## src/rtl/gt1_loader_pkg.sv

```systemverilog
// gt1_loader shared types and constants.
// GT1 image parser states and grammar values.
package gt1_loader_pkg;

  typedef enum logic [3:0] {
    S_IDLE,
    S_SEG_HI,
    S_SEG_LO,
    S_SEG_SIZE,
    S_DATA,
    S_WR_WAIT,
    S_START_HI,
    S_START_LO,
    S_DONE,
    S_ERR
  } gt1_state_e;

  localparam int         GT1_PAGE_BYTES = 256;
  localparam logic [7:0] GT1_TERMINATOR = 8'h00;

endpackage

```

## src/rtl/gt1_loader.sv

```systemverilog
// GT1 image loader: parses the ioctl byte stream into
// single-byte Gigatron RAM writes and reports the start address.
module gt1_loader
  import gt1_loader_pkg::*;
#(
  parameter logic [7:0] INDEX = 8'd1
) (
  input  logic        clk_sys,
  input  logic        reset_n,
  input  logic        ioctl_download,
  input  logic        ioctl_wr,
  input  logic [24:0] ioctl_addr,
  input  logic [7:0]  ioctl_dout,
  input  logic [7:0]  ioctl_index,
  output logic        ioctl_wait,
  output logic        ram_wr_req,
  output logic [15:0] ram_addr,
  output logic [7:0]  ram_data,
  input  logic        ram_wr_ack,
  output logic        exec_valid,
  output logic [15:0] exec_addr,
  output logic        busy,
  output logic        error
);

  localparam logic [8:0] PAGE9 = 9'(GT1_PAGE_BYTES);

  gt1_state_e  state_q;
  logic        dl_q;
  logic        first_q;
  logic [24:0] off_q;
  logic [7:0]  page_q;
  logic [7:0]  lo_q;
  logic [8:0]  rem_q;
  logic        req_q;
  logic        wait_q;
  logic [15:0] addr_q;
  logic [7:0]  data_q;
  logic        ev_q;
  logic [15:0] exec_q;
  logic        err_q;

  logic idx_ok;
  logic acc;
  logic rise;
  logic fall;
  logic parse;
  logic busy_w;
  logic err_hit;

  assign idx_ok = ioctl_index == INDEX;
  assign acc    = ioctl_download & ioctl_wr & idx_ok;
  assign rise   = ioctl_download & ~dl_q;
  assign fall   = ~ioctl_download & dl_q;
  assign busy_w = !(state_q inside {S_IDLE, S_DONE, S_ERR});
  assign parse  = busy_w & (state_q != S_WR_WAIT);

  // Truncation, overrun and offset gaps all abandon the image.
  assign err_hit = (fall & busy_w)
                 | (acc & (state_q == S_WR_WAIT))
                 | (acc & parse & (ioctl_addr != off_q));

  always_ff @(posedge clk_sys or negedge reset_n) begin
    if (!reset_n) begin
      state_q <= S_IDLE;
      dl_q    <= 1'b0;
      first_q <= 1'b0;
      off_q   <= '0;
      page_q  <= '0;
      lo_q    <= '0;
      rem_q   <= '0;
      req_q   <= 1'b0;
      wait_q  <= 1'b0;
      addr_q  <= '0;
      data_q  <= '0;
      ev_q    <= 1'b0;
      exec_q  <= '0;
      err_q   <= 1'b0;
    end else begin
      dl_q <= ioctl_download;
      ev_q <= 1'b0;
      if (err_hit) begin
        state_q <= S_ERR;
        err_q   <= 1'b1;
        req_q   <= 1'b0;
        wait_q  <= 1'b0;
      end else begin
        if (acc && parse) off_q <= off_q + 25'd1;
        unique case (state_q)
          S_IDLE, S_ERR: begin
            if (rise && idx_ok) begin
              state_q <= S_SEG_HI;
              err_q   <= 1'b0;
              first_q <= 1'b1;
              off_q   <= '0;
            end
          end
          S_SEG_HI: begin
            if (acc) begin
              if (ioctl_dout != GT1_TERMINATOR || first_q) begin
                page_q  <= ioctl_dout;
                state_q <= S_SEG_LO;
              end else begin
                state_q <= S_START_HI;
              end
            end
          end
          S_SEG_LO: begin
            if (acc) begin
              lo_q    <= ioctl_dout;
              state_q <= S_SEG_SIZE;
            end
          end
          S_SEG_SIZE: begin
            if (acc) begin
              rem_q   <= (ioctl_dout == 8'd0) ? PAGE9 : {1'b0, ioctl_dout};
              first_q <= 1'b0;
              state_q <= S_DATA;
            end
          end
          S_DATA: begin
            if (acc) begin
              addr_q  <= {page_q, lo_q};
              data_q  <= ioctl_dout;
              req_q   <= 1'b1;
              wait_q  <= 1'b1;
              lo_q    <= lo_q + 8'd1;
              state_q <= S_WR_WAIT;
            end
          end
          S_WR_WAIT: begin
            if (ram_wr_ack) begin
              req_q   <= 1'b0;
              wait_q  <= 1'b0;
              rem_q   <= rem_q - 9'd1;
              state_q <= (rem_q == 9'd1) ? S_SEG_HI : S_DATA;
            end
          end
          S_START_HI: begin
            if (acc) begin
              exec_q[15:8] <= ioctl_dout;
              state_q      <= S_START_LO;
            end
          end
          S_START_LO: begin
            if (acc) begin
              exec_q[7:0] <= ioctl_dout;
              ev_q        <= 1'b1;
              state_q     <= S_DONE;
            end
          end
          S_DONE: begin
            if (fall) state_q <= S_IDLE;
          end
          default: state_q <= S_IDLE;
        endcase
      end
    end
  end

  assign ioctl_wait = wait_q;
  assign ram_wr_req = req_q;
  assign ram_addr   = addr_q;
  assign ram_data   = data_q;
  assign exec_valid = ev_q;
  assign exec_addr  = exec_q;
  assign busy       = busy_w;
  assign error      = err_q;

endmodule

```

## config.mk

```make
export PLATFORM = sky130hd
export DESIGN_NAME = gt1_loader
export DESIGN_NICKNAME = d
export VERILOG_FILES = /design/src/rtl/gt1_loader_pkg.sv /design/src/rtl/gt1_loader.sv
export SDC_FILE = /design/constraint.sdc
export NUM_CORES = 1
export LEC_CHECK = 0
export CAP_MARGIN = 20
export CORE_UTILIZATION = 25
export CTS_BUF_LIST = sky130_fd_sc_hd__clkbuf_16
export DETAILED_ROUTE_END_ITERATION = 12
export MAX_ROUTING_LAYER = met4
export SETUP_SLACK_MARGIN = 0.3
export SLEW_MARGIN = 25
export SYNTH_ARGS = -nofsm -noshare
export SYNTH_HDL_FRONTEND = slang
export SYNTH_SLANG_ARGS = --single-unit
```

## constraint.sdc

```tcl
create_clock -name clk_sys -period 4.4 [get_ports clk_sys]
set_input_delay 0.88 -clock clk_sys [delete_from_list [all_inputs] [get_ports clk_sys]]
set_output_delay 0.88 -clock clk_sys [all_outputs]
set_load 0.03 [all_outputs]
```

======== After elaboration in Yosys (flattened, before gate mapping) ========
Index checks and enable logic that the tools add are counted.
storage, ports and cells
  bits in registers ....................... 99
  input port bits ......................... 46
  output and inout port bits .............. 45
cells by class
  add/sub/neg operators ................... 3
  equal/unequal tests ..................... 27
  mux-type cells .......................... 36
  bitwise operators ....................... 14
  reduce and logical (&&, ||, !) cells .... 25
operators with widths
  operator                 count
  $mux W25                 3
  $mux W4                  10
  $pmux W4 S9              1
  $mux W9                  3
  $ne A3 B3 Y1 const B     9
  $add A25 B1 Y25 const B  1
  $ne A25 B25 Y1           1
  $pmux W9 S2              1
  $eq A4 B3 Y1 const B     4
  $mux W8                  2
  $pmux W8 S2              1
  $reduce_and A4 Y1        4
  $reduce_and A3 Y1        4
  $mux W1                  11
  $ne A2 B2 Y1 const B     5
  $reduce_bool A2 Y1       5
  $and A1 B1 Y1            9
  $eq A9 B1 Y1 const B     1
  $reduce_and A9 Y1        1
  $sub A9 B1 Y9 const B    1
  $add A8 B1 Y8 const B    1
  $eq A4 B2 Y1 const B     2
  $eq A4 B4 Y1 const B     2
  $eq A8 B1 Y1 const B     1
  15 further kinds         22

======== Longest topological paths before layout ========
Gate-level depths: netlist (run 1).
  word-level depth ........................ 9
  mapped depth ............................ 10
  mapped depth without buffers ............ 7

======== Worst setup path after synthesis (run 1) ========
Ideal clock, no wire load.
  path kind ............................... input to register
  start ................................... in ioctl_index[3]
  end ..................................... reg page_q[0]
  arrival time ............................ 3.003 ns
  required time ........................... 4.275 ns
  setup slack ............................. 1.272 ns
  stages .................................. 6
  cell sequence ........................... or4_4 or3_1 buf_6 or4_1 nor2_4 mux2_2
between the ends
  word-level cells in the longest chain between the ends .. 7
  elaborated cells on any way between the ends .. 9
  classes of those cells .................. eq/ne: 1; bitwise: 7; reduce/logical: 1
ends and longest elaborated chain
  item                                                  line                                RTL
  start: declaration                                    gt1_loader.sv:14                    input logic [7:0] ioctl_index,
  $eq A8 B1 Y1 (*)                                      gt1_loader.sv:51                    assign idx_ok = ioctl_index == INDEX;
  $and A1 B1 Y1 (*)                                     gt1_loader.sv:52                    assign acc = ioctl_download & ioctl_wr & idx_ok;
  $and A1 B1 Y1, on equally long branches               gt1_loader.sv:60, gt1_loader.sv:61
  $or A1 B1 Y1 / $and A1 B1 Y1 (equally long branches)  gt1_loader.sv:60, gt1_loader.sv:61
  $or A1 B1 Y1                                          gt1_loader.sv:61                    | (acc & parse & (ioctl_addr != off_q));
  $not A1 Y1 (no line)                                  --
  $reduce_and A4 Y1 (no line) (*)                       --
  end signal: assignment                                gt1_loader.sv:101                   page_q <= ioctl_dout;
  end: declaration                                      gt1_loader.sv:32                    logic [7:0] page_q;
Every way passes the cells marked *; elsewhere a longest branch is shown, timed or not.
A chain may end at the register's enable or synchronous reset.

======== Worst setup path after layout (run 1) ========
  start ................................... in ioctl_index[3]
  end ..................................... reg addr_q[8], in the netlist ram_addr[8]
between the ends
  word-level cells in the longest chain between the ends .. 7
  elaborated cells on any way between the ends .. 9
  classes of those cells .................. eq/ne: 1; bitwise: 7; reduce/logical: 1
ends and longest elaborated chain
  item                                                  line                                RTL
  $eq A8 B1 Y1 (*)                                      gt1_loader.sv:51
  $and A1 B1 Y1 (*)                                     gt1_loader.sv:52
  $and A1 B1 Y1, on equally long branches               gt1_loader.sv:60, gt1_loader.sv:61
  $or A1 B1 Y1 / $and A1 B1 Y1 (equally long branches)  gt1_loader.sv:60, gt1_loader.sv:61
  $or A1 B1 Y1                                          gt1_loader.sv:61
  $not A1 Y1 (no line)                                  --
  $reduce_and A3 Y1 (no line) (*)                       --
  end signal: assignment                                gt1_loader.sv:123                   addr_q <= {page_q, lo_q};
  end: declaration                                      gt1_loader.sv:37                    logic [15:0] addr_q;
Marked as above.

==> results.md, run 1 <==
* CTS clk-pin slew, worst paths at 0.07 ns
* R2r startpoint: state_q[0]
* Clock period minus worst slack at 3.52 ns
* Post-synth EDFFs at 0
* Drt total wl at 13500 um
* Pwr/cell area at 338 nW/um^2
* Initial DRC Count at 298
* Fmax at 284 MHz
* Rows at 52
* Post-route DRC at 0
* Vias in the first global route at 4194
* Max Root-Sink Buffers at 2
* Cts bufs inserted at 9
* Util after Layout at 0.334
* Share of cells above drive strength 1 at 0.160
* Die W at 147 um
* VDD IR max at 0.149 mV
* I/O pin cnt at 91
* Clock skew after layout at 0.0116 ns
* Max-cap violation count at 0
* R2r setup slk at 1.58 ns
* Buffers on Ports at 90
* Hold_buf cts at 0
* Core box area at 20400 sq um
* Crit path buffers/inverters at 2
* HPWL after DPL at 9860 um
* Gate Count Post-Synth at 511
* DRT Pass-1 Iters at 4
* Synth area leader: dfrtp_1
* CP Max Fanout at 24
* Via density at 4.81
* Mapped Area at 5240 sq um
* Post-synthesis net count at 561
* Syn avg cell area at 10.2 sq um
* First-pass GRT wire length at 22700 um
* P_leak at 2.88 nW
* CTS tree: done
* Cell family with most CP delay: simple AND/OR/NAND/NOR gates
* Critical Path AT at 3.75 ns
* Final hold violation count at 0
* Total gr overflow at 0
* Total GRT Usage at 0.137
* Initial antenna violation count at 0
* PnR Total Power at 0.00229 W
* Worst Setup SP: ioctl_index[3]
* Fill cells at 2057
* Synth warn at 0
* Worst-Skew Late Latency at 0.35 ns
* Crit end category: flip-flop
* CP Data Required Time at 4.63 ns
* Root Driver: clkbuf_16
* CP Cell Sequence: clkdlybuf4s50_1 > or4_4 > nor3_1 > o21ai_0 > a21oi_2 > nor3_4 > buf_4 > mux2_2
* Placed cell area at 6490 sq um
* Library cells used by synthesis at 60
* Area Overhead vs Synth at 29.8%
* Effective utilization at floorplan at 0.257
* Hold/Removal Path Class: input port to async pin
* Top-area cell type share of the netlist area at 0.473
* Design area at 6790 sq um
* Nets@finish at 653
* CTS H-tree depth at 3
* Worst R2R Path Depth at 6
* Setup CP Type: input port to flip-flop
* CTS Sinks at 99
* Setup tns final at 0 ns
* Async SR Flop Fraction at 1.00
* # resized after CTS at 0
* Die Height at 147 um
* Synth Flop Type: dfrtp_1
* Slowest cell on crit path: or4_4
* Die ar. at 21500 sq um
* Fin crit share at 0.801
* Final GP Congestion at 0.831
* FF+latch count, synth at 99
* RSZ-0062 raised after global routing: false
* CP startpoint kind: input port
* Endpoints failing setup at 0
* Reg-to-reg endpoint: exec_addr[1]
* Seq/Total Area, Yosys at 0.473
* Slew HR at 0.485
* Post-CTS Setup Bufs at 0
* ANT cells at 0
* Largest net degree at the start of global routing at 56
* Worst slew pin tran at 0.767 ns
* Antenna Nets Post-Route at 0
* DR WL/cell at 15.3 um
* Status: finished clean
* Slew Viols, Final at 0
* Synth top area cells: dfrtp_1, mux2_2, xor2_1, a21oi_1, nand2_1
* Routed via count at 4225
* CP peak stage delay at 0.56 ns
layout make-up:
type | count | area [sq um] | area share
Sequential cell | 99 | 2480 | 0.365
Inverter | 11 | 41.3 | 0.00608
Multi-Input combinational cell | 378 | 2630 | 0.387
Clock buffer | 9 | 225 | 0.0332
Clock inverter | 7 | 81.3 | 0.0120
Tap cell | 270 | 338 | 0.0497
Timing Repair Buffer | 104 | 1000 | 0.148
cells in the mapped netlist (3+ instances only):
| cell | instances |
|---|---|
| inv_1 | 11 |
| o22ai_1 | 4 |
| dfrtp_1 | 99 |
| nor2b_1 | 3 |
| nor4_1 | 15 |
| or2_2 | 3 |
| nor2_1 | 26 |
| o31ai_1 | 4 |
| or3_1 | 11 |
| clkbuf_1 | 17 |
| o21a_1 | 8 |
| o211ai_1 | 3 |
| mux2i_1 | 3 |
| or4_1 | 3 |
| a21oi_1 | 31 |
| mux2_2 | 49 |
| nand2_1 | 40 |
| o21ai_0 | 20 |
| ha_1 | 4 |
| o2bb2ai_1 | 3 |
| and3_1 | 6 |
| a31oi_1 | 11 |
| buf_2 | 3 |
| nor3_1 | 13 |
| xor2_1 | 26 |
| nand4_1 | 10 |
| nand3_1 | 20 |
| nand2b_1 | 11 |
| and2_1 | 4 |
| and4_1 | 7 |
| xnor2_1 | 5 |
state kept, by name, summed over array words and instances, names as in the netlist:
name        flops
state_q         4
rem_q           9
exec_valid      1
first_q         1
ram_addr       16
ram_data        8
lo_q            8
error           1
page_q          8
off_q          25
ioctl_wait      1
exec_addr      16
dl_q            1
cells in the final DEF, fill, tap and decap left out, types with 4 or more instances in the layout:
cell,netlist,layout
buf_4,1,15
nand4_1,10,10
ha_1,4,4
clkdlybuf4s50_1,0,89
a21oi_1,31,31
o22ai_1,4,4
nor4_1,15,14
nand3_1,20,20
xor2_1,26,26
inv_1,11,11
o21a_1,8,8
clkbuf_16,0,9
and4_1,7,7
nand2b_1,11,11
or3_1,11,11
and2_1,4,4
o31ai_1,4,4
mux2_2,49,49
xnor2_1,5,5
o21ai_0,20,20
nor3_1,13,13
a31oi_1,11,11
and3_1,6,6
dfrtp_1,99,99
nor2_1,26,26
nand2_1,40,40
worst reg2reg max path: stages (launching register included):
cell and delay (ns):
dfrtp_1 0.64, nor2b_1 0.38, xnor2_1 0.12, o21ai_0 0.36
a21oi_2 0.19, nor3_2 0.60, mux2_2 0.41
metal layers:
metal / routed length [um] / track usage
met5: 0 / -
met4: 204 / 0.0484
met3: 369 / 0.0180
met2: 6630 / 0.220
met1: 6260 / 0.178
per-stage QoR:
stage / std cells / hold WS [ns] / worst slack [ns]
after floorplan: 511 / 0.471 / 1.27
after global placement: 862 / 0.490 / 0.592
after detailed placement: 862 / 0.494 / 0.548
after CTS: 878 / 0.324 / 0.909
after global routing: 878 / 0.324 / 0.764
final: 878 / 0.330 / 0.877
report_power, final:
| part | total, W | internal (W) | switching, W |
|---|---|---|---|
| Clock | 0.000822 | 0.000451 | 0.000370 |
| Sequential | 0.00106 | 0.000963 | 0.000102 |
| Combinational | 0.000408 | 0.000189 | 0.000219 |
| Total | 0.00229 | 0.00160 | 0.000691 |
worst max-delay path by stage:
stage	end	slack, ns	cells after the start
global placement	ram_data[1]	0.59	8
floorplan	page_q[0]	1.27	6
detailed placement	ram_addr[8]	0.55	8
CTS	ram_addr[8]	0.91	8
global route	ram_addr[8]	0.76	8
finish	ram_addr[8]	0.88	8
cell families (layout without fill, tap and decap cells):
kind of cell               Yosys count  count (layout)  synth area share
and+or+nand+nor                    187             187             0.199
AOI/OAI and AO/OA                  104             104             0.126
DFF                                 99              99             0.473
muxes                               52              52             0.111
buffers and inverters               34             131            0.0287
xor gates and xnor gates            31              31            0.0519
adders and majority gates            4               4           0.00956
Power figures use the tool's default switching activity.
==> run 2: changes to the inputs <==
==> constraint.sdc (replaced) <==
create_clock -name clk_sys -period 3.3 [get_ports clk_sys]
set_input_delay 0.66 -clock clk_sys [delete_from_list [all_inputs] [get_ports clk_sys]]
set_output_delay 0.66 -clock clk_sys [all_outputs]
set_load 0.03 [all_outputs]
==> results.md, run 2 (synthesized netlist as in run 1, its figures left out) <==
* Slew HR at 0.519
* Worst R2R Path Depth at 6
* Hold_buf cts at 0
* Buffers on Ports at 90
* Total GRT Usage at 0.139
* Metal2 WL at 6950 um
* Crit end category: flip-flop
* CTS Sinks at 99
* Endpoints failing setup at 0
* Top reg by flops: off_q
* Worst Setup SP: ioctl_index[3]
* Post-route DRC at 0
* Pre-CTS setup slack at -0.0939 ns
* I/O pin cnt at 91
* Final hold violation count at 0
* Reg-to-reg endpoint: exec_addr[8]
* CP Data Required Time at 3.54 ns
* Clock skew after layout at 0.0120 ns
* RSZ-0062 raised after global routing: false
* Met1 WL at 6370 um
* DRT Pass-1 Iters at 4
* Max-cap violation count at 0
* CTS clk-pin slew, worst paths at 0.07 ns
* VDD IR max at 0.234 mV
* Pwr/cell area at 427 nW/um^2
* Die ar. at 21500 sq um
* Fin crit share at 0.882
* DR WL/cell at 15.3 um
* Rows at 52
* Root Driver: clkbuf_16
* Share of cells above drive strength 1 at 0.211
* Vias in the first global route at 4286
* Commonest non-fill, non-tap cell in the layout: dfrtp_1
* Max Root-Sink Buffers at 2
* Met3 Wirelength at 356 um
* Die Height at 147 um
* Initial DRC Count at 346
* Largest register FFs at 25
* Setup CP Type: input port to flip-flop
* CP startpoint kind: input port
* CTS tree: done
* Area Overhead vs Synth at 36.4%
* Critical Path End: lo_q[6]
* P_leak at 3.08 nW
* Routed via count at 4374
* Commonest non-fill, non-tap cells in the layout: dfrtp_1, clkdlybuf4s50_1, mux2_2, nand2_1, buf_4
* Hold/Removal Path Class: input port to async pin
* Largest net degree at the start of global routing at 56
* Clock period minus worst slack at 2.91 ns
* Worst Hold Slack at 0.348 ns
* Worst-Skew Late Latency at 0.35 ns
* Status: finished clean
* Initial antenna violation count at 0
* Antenna Nets Post-Route at 0
* Fmax at 343 MHz
* ANT cells at 0
* Total gr overflow at 0
* R2r startpoint: off_q[2]
* R2r setup slk at 0.63 ns
* Max layer used: met4
* CTS H-tree depth at 3
* Nets@finish at 685
* Critical Path AT at 3.15 ns
* Die W at 147 um
* Worst slew pin tran at 0.721 ns
* Cts bufs inserted at 9
* Final WS setup at 0.388 ns
* Effective utilization at floorplan at 0.257
* CP Max Fanout at 6
* Core box area at 20400 sq um
* Final GP Congestion at 0.856
* Slew Viols, Final at 0
* First-pass GRT wire length at 23000 um
* Via density at 4.81
* HPWL after DPL at 10100 um
* Setup tns final at 0 ns
* Drt total wl at 13900 um
## run 2: cell types whose count changed in the layout (fill, tap and decap cells not counted), sizes merged
| cell | change |
|---|---|
| clkinvlp | +1 |
| buf | +31 |
| clkbuf | +1 |
| dlymetal6s2s | +3 |
| bufinv | -1 |
| clkdlybuf4s50 | -3 |
| clkinv | +1 |
| inv | -1 |
## run 2: final cells by class
| cell class | instances | area (sq um) |
|---|---|---|
| inverters | 11 | 41.3 |
| repair buffers | 136 | 1340 |
| clock inverters | 7 | 70.1 |
| multi-input cells | 378 | 2650 |
| fillers | 2044 | 13200 |
| flip-flops and latches | 99 | 2480 |
| well taps | 270 | 338 |
| clock buffers | 9 | 225 |
## run 2: routing by layer
metal / vias to the layer above / track usage
li1: 2130 / -
met4: 0 / 0.0552
met1: 2159 / 0.178
met5: - / -
met2: 71 / 0.224
met3: 14 / 0.0171
## run 2: critical path, cell delays in order
cell and delay [ns]:
clkdlybuf4s50_1 0.39, or4_4 0.42, or3_4 0.43, buf_6 0.13, or4_4 0.42, nor3_4 0.29
buf_12 0.16, nand2_2 0.04, a22o_1 0.20
## run 2: repair_timing
action	in CTS	in global routing
pin swaps	1	6
gates cloned	0	1
endpoints found under the setup margin	10	44
gates resized for setup	1	12
buffers inserted	1	2
## run 2: per-stage QoR
stage | std cells | cell area, sq um | power (W) | util
finish | 910 | 7140 | 0.00305 | 0.351
global route | 910 | 7140 | 0.00321 | 0.351
CTS | 907 | 7060 | 0.00308 | 0.347
detailed placement | 890 | 6740 | 0.00202 | 0.331
global placement | 890 | 6740 | 0.00202 | 0.331
floorplan | 511 | 5240 | 0.00176 | -
## run 2: power by group
group	switching (W)	leakage [nW]	internal, W
combinational	0.000367	1.59	0.000281
sequential	0.0000724	1.34	0.00128
clock	0.000514	0.141	0.000532
total	0.000953	3.08	0.00210
## run 2: how the worst min path moves through the flow
stage	slack (ns)	end	start
floorplan	0.36	dl_q	reset_n
global placement	0.49	exec_addr[14]	exec_addr[14]
detailed placement	0.49	ram_addr[13]	page_q[5]
CTS	0.38	dl_q	reset_n
global route	0.41	dl_q	reset_n
finish	0.35	dl_q	reset_n
